<file path="config.mk">
export PLATFORM = sky130hd
export DESIGN_NAME = fft_peak_detect
export DESIGN_NICKNAME = d
export VERILOG_FILES = /design/src/rtl/fft_peak_detect_pkg.sv /design/src/rtl/fft_peak_detect_mag_sq.sv /design/src/rtl/fft_peak_detect.sv
export SDC_FILE = /design/constraint.sdc
export NUM_CORES = 2
export LEC_CHECK = 0
export CORE_MARGIN = 2
export CORE_UTILIZATION = 45
export DETAILED_ROUTE_END_ITERATION = 10
export PLACE_DENSITY = 0.73
export SLEW_MARGIN = 20
export SYNTH_ARGS = -nofsm -noshare
export SYNTH_HDL_FRONTEND = slang
export SYNTH_SLANG_ARGS = --single-unit
</file>
<file path="constraint.sdc">
create_clock -name mclk -period 19.6 [get_ports mclk]
set_input_delay 1.96 -clock mclk [delete_from_list [all_inputs] [get_ports mclk]]
set_output_delay 1.96 -clock mclk [all_outputs]
set_load 0.01 [all_outputs]
</file>
<file path="src/rtl/fft_peak_detect_pkg.sv">
// Shared definitions for the spectral-analysis blocks: frame-alignment state
// encoding and the bin-power / frame-energy width rules.
package fft_peak_detect_pkg;

   typedef enum logic {
      SEEK = 1'b0,
      RUN  = 1'b1
   } state_t;

   // |X|^2 of a signed IN_W-bit pair is exact in 2*IN_W unsigned bits.
   function automatic int pwr_width(input int in_w);
      return 2 * in_w;
   endfunction

   function automatic int eng_width(input int in_w, input int len);
      return (2 * in_w) + $clog2(len);
   endfunction

endpackage

</file>
<file path="src/rtl/fft_peak_detect_mag_sq.sv">
// cplx_mag_sq: exact I^2 + Q^2 with a two-stage pipeline (squares, then sum).
module cplx_mag_sq
   import fft_peak_detect_pkg::*;
#(
   parameter int IN_W = 20,
   localparam int PWR_W = pwr_width(IN_W)
) (
   input  logic                   mclk,
   input  logic                   i_init,
   input  logic                   i_vld,
   input  logic signed [IN_W-1:0] i_I,
   input  logic signed [IN_W-1:0] i_Q,
   output logic                   o_vld,
   output logic [PWR_W-1:0]       o_pwr
);

   logic signed [PWR_W-1:0] i_ext_s;
   logic signed [PWR_W-1:0] q_ext_s;
   logic [PWR_W-1:0]        sq_i_r;
   logic [PWR_W-1:0]        sq_q_r;
   logic                    vld_d1_r;

   assign i_ext_s = {{IN_W{i_I[IN_W-1]}}, i_I};
   assign q_ext_s = {{IN_W{i_Q[IN_W-1]}}, i_Q};

   // Square stage then sum stage; each square is non-negative so the sum is unsigned.
   always_ff @(posedge mclk) begin
      if (i_init) begin
         vld_d1_r <= 1'b0;
         sq_i_r   <= {PWR_W{1'b0}};
         sq_q_r   <= {PWR_W{1'b0}};
         o_vld    <= 1'b0;
         o_pwr    <= {PWR_W{1'b0}};
      end else begin
         vld_d1_r <= i_vld;
         o_vld    <= vld_d1_r;
         if (i_vld) begin
            sq_i_r <= i_ext_s * i_ext_s;
            sq_q_r <= q_ext_s * q_ext_s;
         end
         if (vld_d1_r) begin
            o_pwr <= sq_i_r + sq_q_r;
         end
      end
   end

endmodule

</file>
<file path="src/rtl/fft_peak_detect.sv">
// Per-bin |X|^2 stream plus per-frame peak bin and total energy, with
// frame-alignment checking against the new_fft marker.
module fft_peak_detect
   import fft_peak_detect_pkg::*;
#(
   parameter int IN_W = 20,
   parameter int LEN  = 256,
   localparam int IDX_W = $clog2(LEN),
   localparam int PWR_W = pwr_width(IN_W),
   localparam int ENG_W = eng_width(IN_W, LEN)
) (
   input  logic                   mclk,
   input  logic                   i_init,
   input  logic                   i_vld,
   input  logic                   i_new_fft,
   input  logic signed [IN_W-1:0] i_I,
   input  logic signed [IN_W-1:0] i_Q,
   output logic                   o_bin_vld,
   output logic [IDX_W-1:0]       o_bin_idx,
   output logic [PWR_W-1:0]       o_bin_pwr,
   output logic                   o_vld,
   output logic [IDX_W-1:0]       o_peak_idx,
   output logic [PWR_W-1:0]       o_peak_pwr,
   output logic [ENG_W-1:0]       o_energy,
   output logic                   o_frame_err
);

   localparam logic [IDX_W-1:0] IDX_ZERO = {IDX_W{1'b0}};
   localparam logic [IDX_W-1:0] IDX_ONE  = IDX_W'(1);
   localparam logic [IDX_W-1:0] IDX_LAST = IDX_W'(LEN - 1);

   state_t             state_r;
   state_t             state_nx_s;
   logic [IDX_W-1:0]   cnt_r;
   logic [IDX_W-1:0]   cnt_nx_s;
   logic               acc_s;
   logic [IDX_W-1:0]   acc_idx_s;
   logic               err_s;
   logic [IDX_W-1:0]   idx_d1_r;
   logic [IDX_W-1:0]   idx_d2_r;
   logic [IDX_W-1:0]   peak_idx_r;
   logic [PWR_W-1:0]   peak_pwr_r;
   logic [ENG_W-1:0]   energy_r;
   logic [IDX_W-1:0]   peak_idx_nx_s;
   logic [PWR_W-1:0]   peak_pwr_nx_s;
   logic [ENG_W-1:0]   energy_nx_s;
   logic               frame_done_s;

   cplx_mag_sq #(.IN_W(IN_W)) u_mag_sq (
      .mclk   (mclk),
      .i_init (i_init),
      .i_vld  (acc_s),
      .i_I    (i_I),
      .i_Q    (i_Q),
      .o_vld  (o_bin_vld),
      .o_pwr  (o_bin_pwr)
   );

   assign o_bin_idx = idx_d2_r;

   // Alignment FSM: a counter of 0 in RUN means a frame just completed and bin 0 is due.
   always_comb begin
      state_nx_s = state_r;
      cnt_nx_s   = cnt_r;
      acc_s      = 1'b0;
      acc_idx_s  = IDX_ZERO;
      err_s      = 1'b0;
      case (state_r)
         SEEK: begin
            if (i_vld && i_new_fft) begin
               acc_s      = 1'b1;
               cnt_nx_s   = IDX_ONE;
               state_nx_s = RUN;
            end else begin
               state_nx_s = SEEK;
            end
         end
         RUN: begin
            if (!i_vld) begin
               state_nx_s = RUN;
            end else if (i_new_fft) begin
               acc_s    = 1'b1;
               cnt_nx_s = IDX_ONE;
               err_s    = (cnt_r != IDX_ZERO);
            end else if (cnt_r == IDX_ZERO) begin
               err_s      = 1'b1;
               state_nx_s = SEEK;
            end else begin
               acc_s     = 1'b1;
               acc_idx_s = cnt_r;
               cnt_nx_s  = cnt_r + IDX_ONE;
            end
         end
         default: begin
            state_nx_s = SEEK;
            cnt_nx_s   = IDX_ZERO;
         end
      endcase
   end

   // Running peak/energy including the bin now leaving the power pipeline.
   always_comb begin
      peak_idx_nx_s = peak_idx_r;
      peak_pwr_nx_s = peak_pwr_r;
      energy_nx_s   = energy_r;
      if (o_bin_vld) begin
         if (idx_d2_r == IDX_ZERO) begin
            peak_idx_nx_s = IDX_ZERO;
            peak_pwr_nx_s = o_bin_pwr;
            energy_nx_s   = {{IDX_W{1'b0}}, o_bin_pwr};
         end else begin
            if (o_bin_pwr > peak_pwr_r) begin
               peak_idx_nx_s = idx_d2_r;
               peak_pwr_nx_s = o_bin_pwr;
            end else begin
               peak_idx_nx_s = peak_idx_r;
               peak_pwr_nx_s = peak_pwr_r;
            end
            energy_nx_s = energy_r + {{IDX_W{1'b0}}, o_bin_pwr};
         end
      end else begin
         energy_nx_s = energy_r;
      end
   end

   assign frame_done_s = o_bin_vld && (idx_d2_r == IDX_LAST);

   // State, index delay line, accumulators and result registers.
   always_ff @(posedge mclk) begin
      if (i_init) begin
         state_r     <= SEEK;
         cnt_r       <= IDX_ZERO;
         idx_d1_r    <= IDX_ZERO;
         idx_d2_r    <= IDX_ZERO;
         peak_idx_r  <= IDX_ZERO;
         peak_pwr_r  <= {PWR_W{1'b0}};
         energy_r    <= {ENG_W{1'b0}};
         o_vld       <= 1'b0;
         o_peak_idx  <= IDX_ZERO;
         o_peak_pwr  <= {PWR_W{1'b0}};
         o_energy    <= {ENG_W{1'b0}};
         o_frame_err <= 1'b0;
      end else begin
         state_r     <= state_nx_s;
         cnt_r       <= cnt_nx_s;
         idx_d1_r    <= acc_idx_s;
         idx_d2_r    <= idx_d1_r;
         peak_idx_r  <= peak_idx_nx_s;
         peak_pwr_r  <= peak_pwr_nx_s;
         energy_r    <= energy_nx_s;
         o_vld       <= frame_done_s;
         o_frame_err <= err_s;
         if (frame_done_s) begin
            o_peak_idx <= peak_idx_nx_s;
            o_peak_pwr <= peak_pwr_nx_s;
            o_energy   <= energy_nx_s;
         end
      end
   end

endmodule
</file>
=== After elaboration in Yosys (flattened, before gate mapping) ===
Index checks and enable logic that the tools add are counted.

* Register bits after elaboration: 341
* Input bits: 44
* Output and inout port bits: 147
* Logic and storage cells: 59

* Add/sub/neg operators: 3
* Multiply operators: 2
* $lt $le $gt $ge: 1
* Equal/unequal tests: 4
* Multiplexer cells: 22
* Bitwise operators: 2
* Reductions and logical operators: 8

{| class="wikitable"
|+ Operators by type and width
! operator !! count
|-
| 40-bit two-way mux || 3
|-
| 48-bit two-way mux || 2
|-
| 20-bit by 20-bit multiplier with 40-bit output || 2
|-
| 8-bit two-way mux || 7
|-
| 48-bit by 40-bit adder with 48-bit output || 1
|-
| 40-bit adder || 1
|-
| 40-bit greater-than comparator || 1
|-
| 8-bit logical NOT || 2
|-
| 8-bit one-hot mux with 2 select lines || 1
|-
| 8-bit by 1-bit adder with 8-bit output, second input constant || 1
|-
| 8-bit == test, second input constant || 1
|-
| 8-bit nonzero test || 1
|-
| 1-bit two-way mux || 7
|-
| 5-bit OR reduction || 1
|-
| 2-bit != test, second input constant || 2
|-
| 1-bit one-hot mux with 2 select lines || 2
|-
| 3-bit != test, second input constant || 1
|-
| 3-bit AND reduction || 1
|-
| 3-bit OR reduction || 1
|-
| 1-bit logical AND || 2
|-
| 1-bit NOT || 2
|}

=== Longest topological paths before layout ===
* Word-level depth: 5
* Depth in mapped cells: 29
* Gate-level depth less buffers: 27

=== Hierarchy ===
From an unflattened synthesis, not the netlist that was laid out.

* Cell total of the unflattened synthesis: 4883
* Area total of the unflattened synthesis: 44347.5 sq um

{| class="wikitable"
|+ Modules (own cells, without submodules)
! module !! instances !! cells an instance !! area each (sq um) !! sequential area each (sq um)
|-
| cplx_mag_sq || 1 || 3490 || 32642.6 || 2402.3
|-
| fft_peak_detect || 1 || 1393 || 11705.0 || 4384.2
|}

=== Worst setup path before layout ===
No wires, ideal clock.

* Path type: input -> register
* Start point: input port i_Q[2]
* End point: register u_mag_sq.sq_q_r[38]
* Setup time: 117 ps
* Data arrival time: 8510 ps
* Required time: 19483 ps
* Path slack: 10973 ps
* Stages: 25
* Buffers on the path: 2
* Cell sequence: clkbuf_1 clkbuf_1 nand2_1 fa_1 inv_1 fa_1 inv_1 fa_1 inv_1 fa_1 fa_1 fa_1 inv_1 fa_1 inv_1 ha_1 nand3_1 nand2_1 a21oi_1 o22a_1 o31ai_1 o41ai_1 o21ai_1 xnor2_1 a22o_1

* Cells in the longest elaborated chain, start to end: 1

{| class="wikitable"
|+ Ends and longest elaborated chain
! what !! RTL line !! text
|-
| from (decl) || fft_peak_detect.sv:17 || <nowiki>input logic signed [IN_W-1:0] i_Q,</nowiki>
|-
| 20-bit by 20-bit multiplier with 40-bit output || fft_peak_detect_mag_sq.sv:39 || <nowiki>sq_q_r <= q_ext_s * q_ext_s;</nowiki>
|-
| to (signal assigned) || fft_peak_detect_mag_sq.sv:31 || <nowiki>sq_q_r <= {PWR_W{1'b0}};</nowiki>
|-
| to (signal assigned) || fft_peak_detect_mag_sq.sv:39 ||
|-
| to (decl) || fft_peak_detect_mag_sq.sv:20 || <nowiki>logic [PWR_W-1:0] sq_q_r;</nowiki>
|}

No other way between the ends.
A chain may end at the register's enable or synchronous reset.

=== Worst setup path in the final report ===
* Start point: input port i_Q[17]
* End point: register u_mag_sq.sq_q_r[38]

Same word-level chain as after synthesis.

==> reports/summary.json <==
{
  "gpl.final_weighted_congestion": 0.913,
  "postSynthCellCount": 4863,
  "startpoint_types": "input port",
  "total_cts_buffers": 38,
  "post_synth_mux_area_share": 0.0181,
  "area.sequential_um2": 6790,
  "site_row_count": 114,
  "worst_slack_ns": 10.16,
  "dieHeight_um": 316,
  "synth_compound_area_frac": 0.111,
  "routed_wire_length_per_instance_um": 17.4,
  "timing.hold.worst.class": "flop to flop",
  "drc_errors": 0,
  "timing.critical_path.required_ns": 20.04,
  "post-place-ws_ns": 9.74,
  "cts_tree": "built",
  "setup_viol_count_final": 0,
  "cts.reportedPaths.clkPinSlew_ns": 0.06,
  "drv_cap": 0,
  "insertion_delay_ns": 0.56,
  "dpl.hpwl_mm": 86.5,
  "rsz0062_at_grt": "no",
  "grt-ovfl-total": 0,
  "final.setup_skew_ns": 0.0240,
  "yosys_most_used_dff": "sky130_fd_sc_hd__dfxtp_1",
  "arrival_ns": 9.87,
  "grt_first_pass_wirelength_mm": 179,
  "first_global_vias": 34900,
  "worst-path-max-fanout": 15,
  "antenna_violating_nets_left": 0,
  "yosysWarningCount": 0,
  "drive_gt1_frac": 0.0348,
  "clk_sink_count": 339,
  "syn_avg_cell_area_um2": 9.03,
  "portBuffers": 190,
  "clk_root_buffer_cell": "sky130_fd_sc_hd__clkbuf_16",
  "synth_edf_count": 0,
  "die_w_um": 316,
  "pin_count": 191,
  "final_min_period_over_clock_period": 0.481,
  "synth_top_cells_by_area": "sky130_fd_sc_hd__fa_1 35%, sky130_fd_sc_hd__dfxtp_1 15%, sky130_fd_sc_hd__ha_1 9.7%",
  "hold_viol_final": 0,
  "synth_simple_gate_area_share": 0.131,
  "mappedNetlistArea_um2": 43900,
  "cts.repair_timing.setup_buffer_count": 0,
  "worst_pin_slew_ns": 1.21,
  "dp_cells": 6183,
  "detail_route.vias_per_cell": 5.29,
  "multi_input_area_um2": 32600,
  "rr_worst_depth": 11,
  "synth-seq-area-share": 0.155,
  "yosys.cell_types.count": 90,
  "grt_max_degree": 145,
  "ctsHoldBuffers": 0,
  "combinational_family_with_the_most_area_after_synthesis": "adder cells",
  "postLayoutCellArea_um2": 48400,
  "yosysTopAreaCellShare": 0.351,
  "syn2layout_area_growth_pct": 10.2,
  "status": "complete, no violations",
  "design.die.area_um2": 100000,
  "antenna_cells_inserted": 0,
  "syn_nets": 6016,
  "final.setup.tns_ns": 0,
  "period_needed_ns": 9.44,
  "filler_cell_count": 8942,
  "drt_iter0_drc": 1869,
  "maxSlewViolCount": 0,
  "worstSetupPathType": "input port to flop",
  "routed_wirelength_mm": 109,
  "fin_nets": 6100,
  "cts_buffer_depth": 3,
  "fmax_ghz": 0.106,
  "core_region_area_um2": 96700,
  "yosys.area_share.xor_xnor": 0.0353,
  "worst_hold_path.num_cells": 1,
  "synth.ff_latch_count": 339,
  "synth_largest_area_cell": "sky130_fd_sc_hd__fa_1",
  "grt_usage": 0.223,
  "ys_async_sr_fraction": 0,
  "dr_total_vias": 33100,
  "synth-adder-area-share": 0.448,
  "grt_antenna_before_repair": 1,
  "timing.max_slew.rel_slack": 0.183,
  "drt-pass1-iter-count": 7,
  "worst_setup_ep_type": "flop",
  "cts_repair_resize_count": 0,
  "postPlaceCellArea_um2": 47000,
  "layoutNonFillerInstCount": 6252,
  "ctsHtreeMaxLevel": 2,
  "start_util": 0.454
}
critical path, stage by stage:
cell                              delay (ns)
sky130_fd_sc_hd__clkdlybuf4s50_1        0.96
sky130_fd_sc_hd__inv_1                  0.40
sky130_fd_sc_hd__nor2_1                 0.33
sky130_fd_sc_hd__fa_1                   0.49
sky130_fd_sc_hd__fa_1                   0.52
sky130_fd_sc_hd__inv_1                  0.05
sky130_fd_sc_hd__fa_1                   0.47
sky130_fd_sc_hd__inv_1                  0.05
sky130_fd_sc_hd__fa_1                   0.49
sky130_fd_sc_hd__fa_1                   0.52
sky130_fd_sc_hd__fa_1                   0.50
sky130_fd_sc_hd__inv_1                  0.05
sky130_fd_sc_hd__fa_1                   0.51
sky130_fd_sc_hd__inv_1                  0.04
sky130_fd_sc_hd__ha_1                   0.36
sky130_fd_sc_hd__o21ai_0                0.11
sky130_fd_sc_hd__a21oi_1                0.23
sky130_fd_sc_hd__nand4_1                0.16
sky130_fd_sc_hd__nor4b_2                0.39
sky130_fd_sc_hd__nor2_1                 0.15
sky130_fd_sc_hd__o31ai_1                0.46
sky130_fd_sc_hd__o41ai_1                0.16
sky130_fd_sc_hd__o21ai_1                0.18
sky130_fd_sc_hd__xnor2_1                0.08
sky130_fd_sc_hd__a22o_1                 0.23
routing by layer:
metal,up-vias,wire (µm),GRT usage,part of all wire
met3,204,5400,0.0209,0.050
met2,891,55500,0.403,0.51
met1,16500,45000,0.286,0.41
met4,0,2820,0.0568,0.026
met5,-,0,0,0
li1,15400,-,-,-
path summary, 6_finish.rpt:
kind              slack [ns]                from                   to
setup / recovery       10.16             i_Q[17]  u_mag_sq.sq_q_r[38]
hold / removal          0.44         idx_d1_r[5]         o_bin_idx[5]
setup reg to reg       15.28  u_mag_sq.o_pwr[30]       o_peak_pwr[34]
hold reg to reg         0.44         idx_d1_r[5]         o_bin_idx[5]
synth_stat cells, types with 8 or more instances:
library cell	instances
sky130_fd_sc_hd__and2_1	170
sky130_fd_sc_hd__nor2b_1	54
sky130_fd_sc_hd__o21ai_0	110
sky130_fd_sc_hd__mux2i_1	77
sky130_fd_sc_hd__buf_1	10
sky130_fd_sc_hd__o21ai_1	11
sky130_fd_sc_hd__o31ai_1	8
sky130_fd_sc_hd__nand3_1	36
sky130_fd_sc_hd__fa_1	769
sky130_fd_sc_hd__o21a_1	22
sky130_fd_sc_hd__a21oi_1	223
sky130_fd_sc_hd__inv_1	995
sky130_fd_sc_hd__xnor2_1	122
sky130_fd_sc_hd__clkbuf_1	174
sky130_fd_sc_hd__o21bai_1	13
sky130_fd_sc_hd__nand4_1	25
sky130_fd_sc_hd__xor2_1	55
sky130_fd_sc_hd__or2_2	13
sky130_fd_sc_hd__a21o_1	60
sky130_fd_sc_hd__nand2b_1	32
sky130_fd_sc_hd__o22ai_1	15
sky130_fd_sc_hd__dfxtp_1	339
sky130_fd_sc_hd__nor2_1	342
sky130_fd_sc_hd__a31oi_1	17
sky130_fd_sc_hd__o211ai_1	21
sky130_fd_sc_hd__a31o_2	10
sky130_fd_sc_hd__a211oi_1	100
sky130_fd_sc_hd__and3_1	30
sky130_fd_sc_hd__ha_1	340
sky130_fd_sc_hd__a41oi_1	8
sky130_fd_sc_hd__nor3_1	37
sky130_fd_sc_hd__a311oi_1	10
sky130_fd_sc_hd__nand2_1	456
sequential cells by signal, summed over array words and instances (netlist names), 39 cells and up:
name             cells
u_mag_sq.sq_i_r     39
peak_pwr_r          40
energy_r            48
u_mag_sq.o_pwr      40
o_energy            48
u_mag_sq.sq_q_r     39
o_peak_pwr          40
layout make-up:
class	instances	share of cell area
well taps	1276	0.0330
clock inverters	18	0.00535
inverters	997	0.0773
clock buffers	51	0.0226
flip-flops and latches	339	0.140
repair buffers	236	0.0468
multi-input cells	3335	0.675
through the flow:
stage               hold WS [ns]   util
floorplan                  0.414      -
global placement           0.416  0.486
detailed placement         0.423  0.486
CTS                        0.438  0.500
global route               0.448  0.500
finish                     0.436  0.500
cell usage in the layout, fill, tap and decap left out, drive strengths merged, types with 21 or more instances in the layout:
cell / count
nor2: 342
nor2b: 54
dfxtp: 339
o21a: 23
clkdlybuf4s50: 189
and3: 30
xor2: 55
nand3: 36
o21ai: 128
buf: 47
a21oi: 227
mux2i: 77
a21o: 60
and2: 170
fa: 769
ha: 340
o211ai: 21
nor3: 38
clkbuf: 51
inv: 998
nand2: 456
xnor2: 122
nand4: 25
nand2b: 32
a211oi: 106
logic make-up after synthesis:
| family | after synthesis |
|---|---|
| buffers and inverters | 1189 |
| AND/OR/NAND/NOR | 1242 |
| AO/OA/AOI/OAI | 728 |
| flip-flops | 339 |
| multiplexers | 79 |
| XOR/XNOR | 177 |
| adder cells (fa/ha/maj) | 1109 |
Power is left out: the tool's default activity adds up to more than one toggle a clock period on the data nets, which glitch-free logic cannot reach.
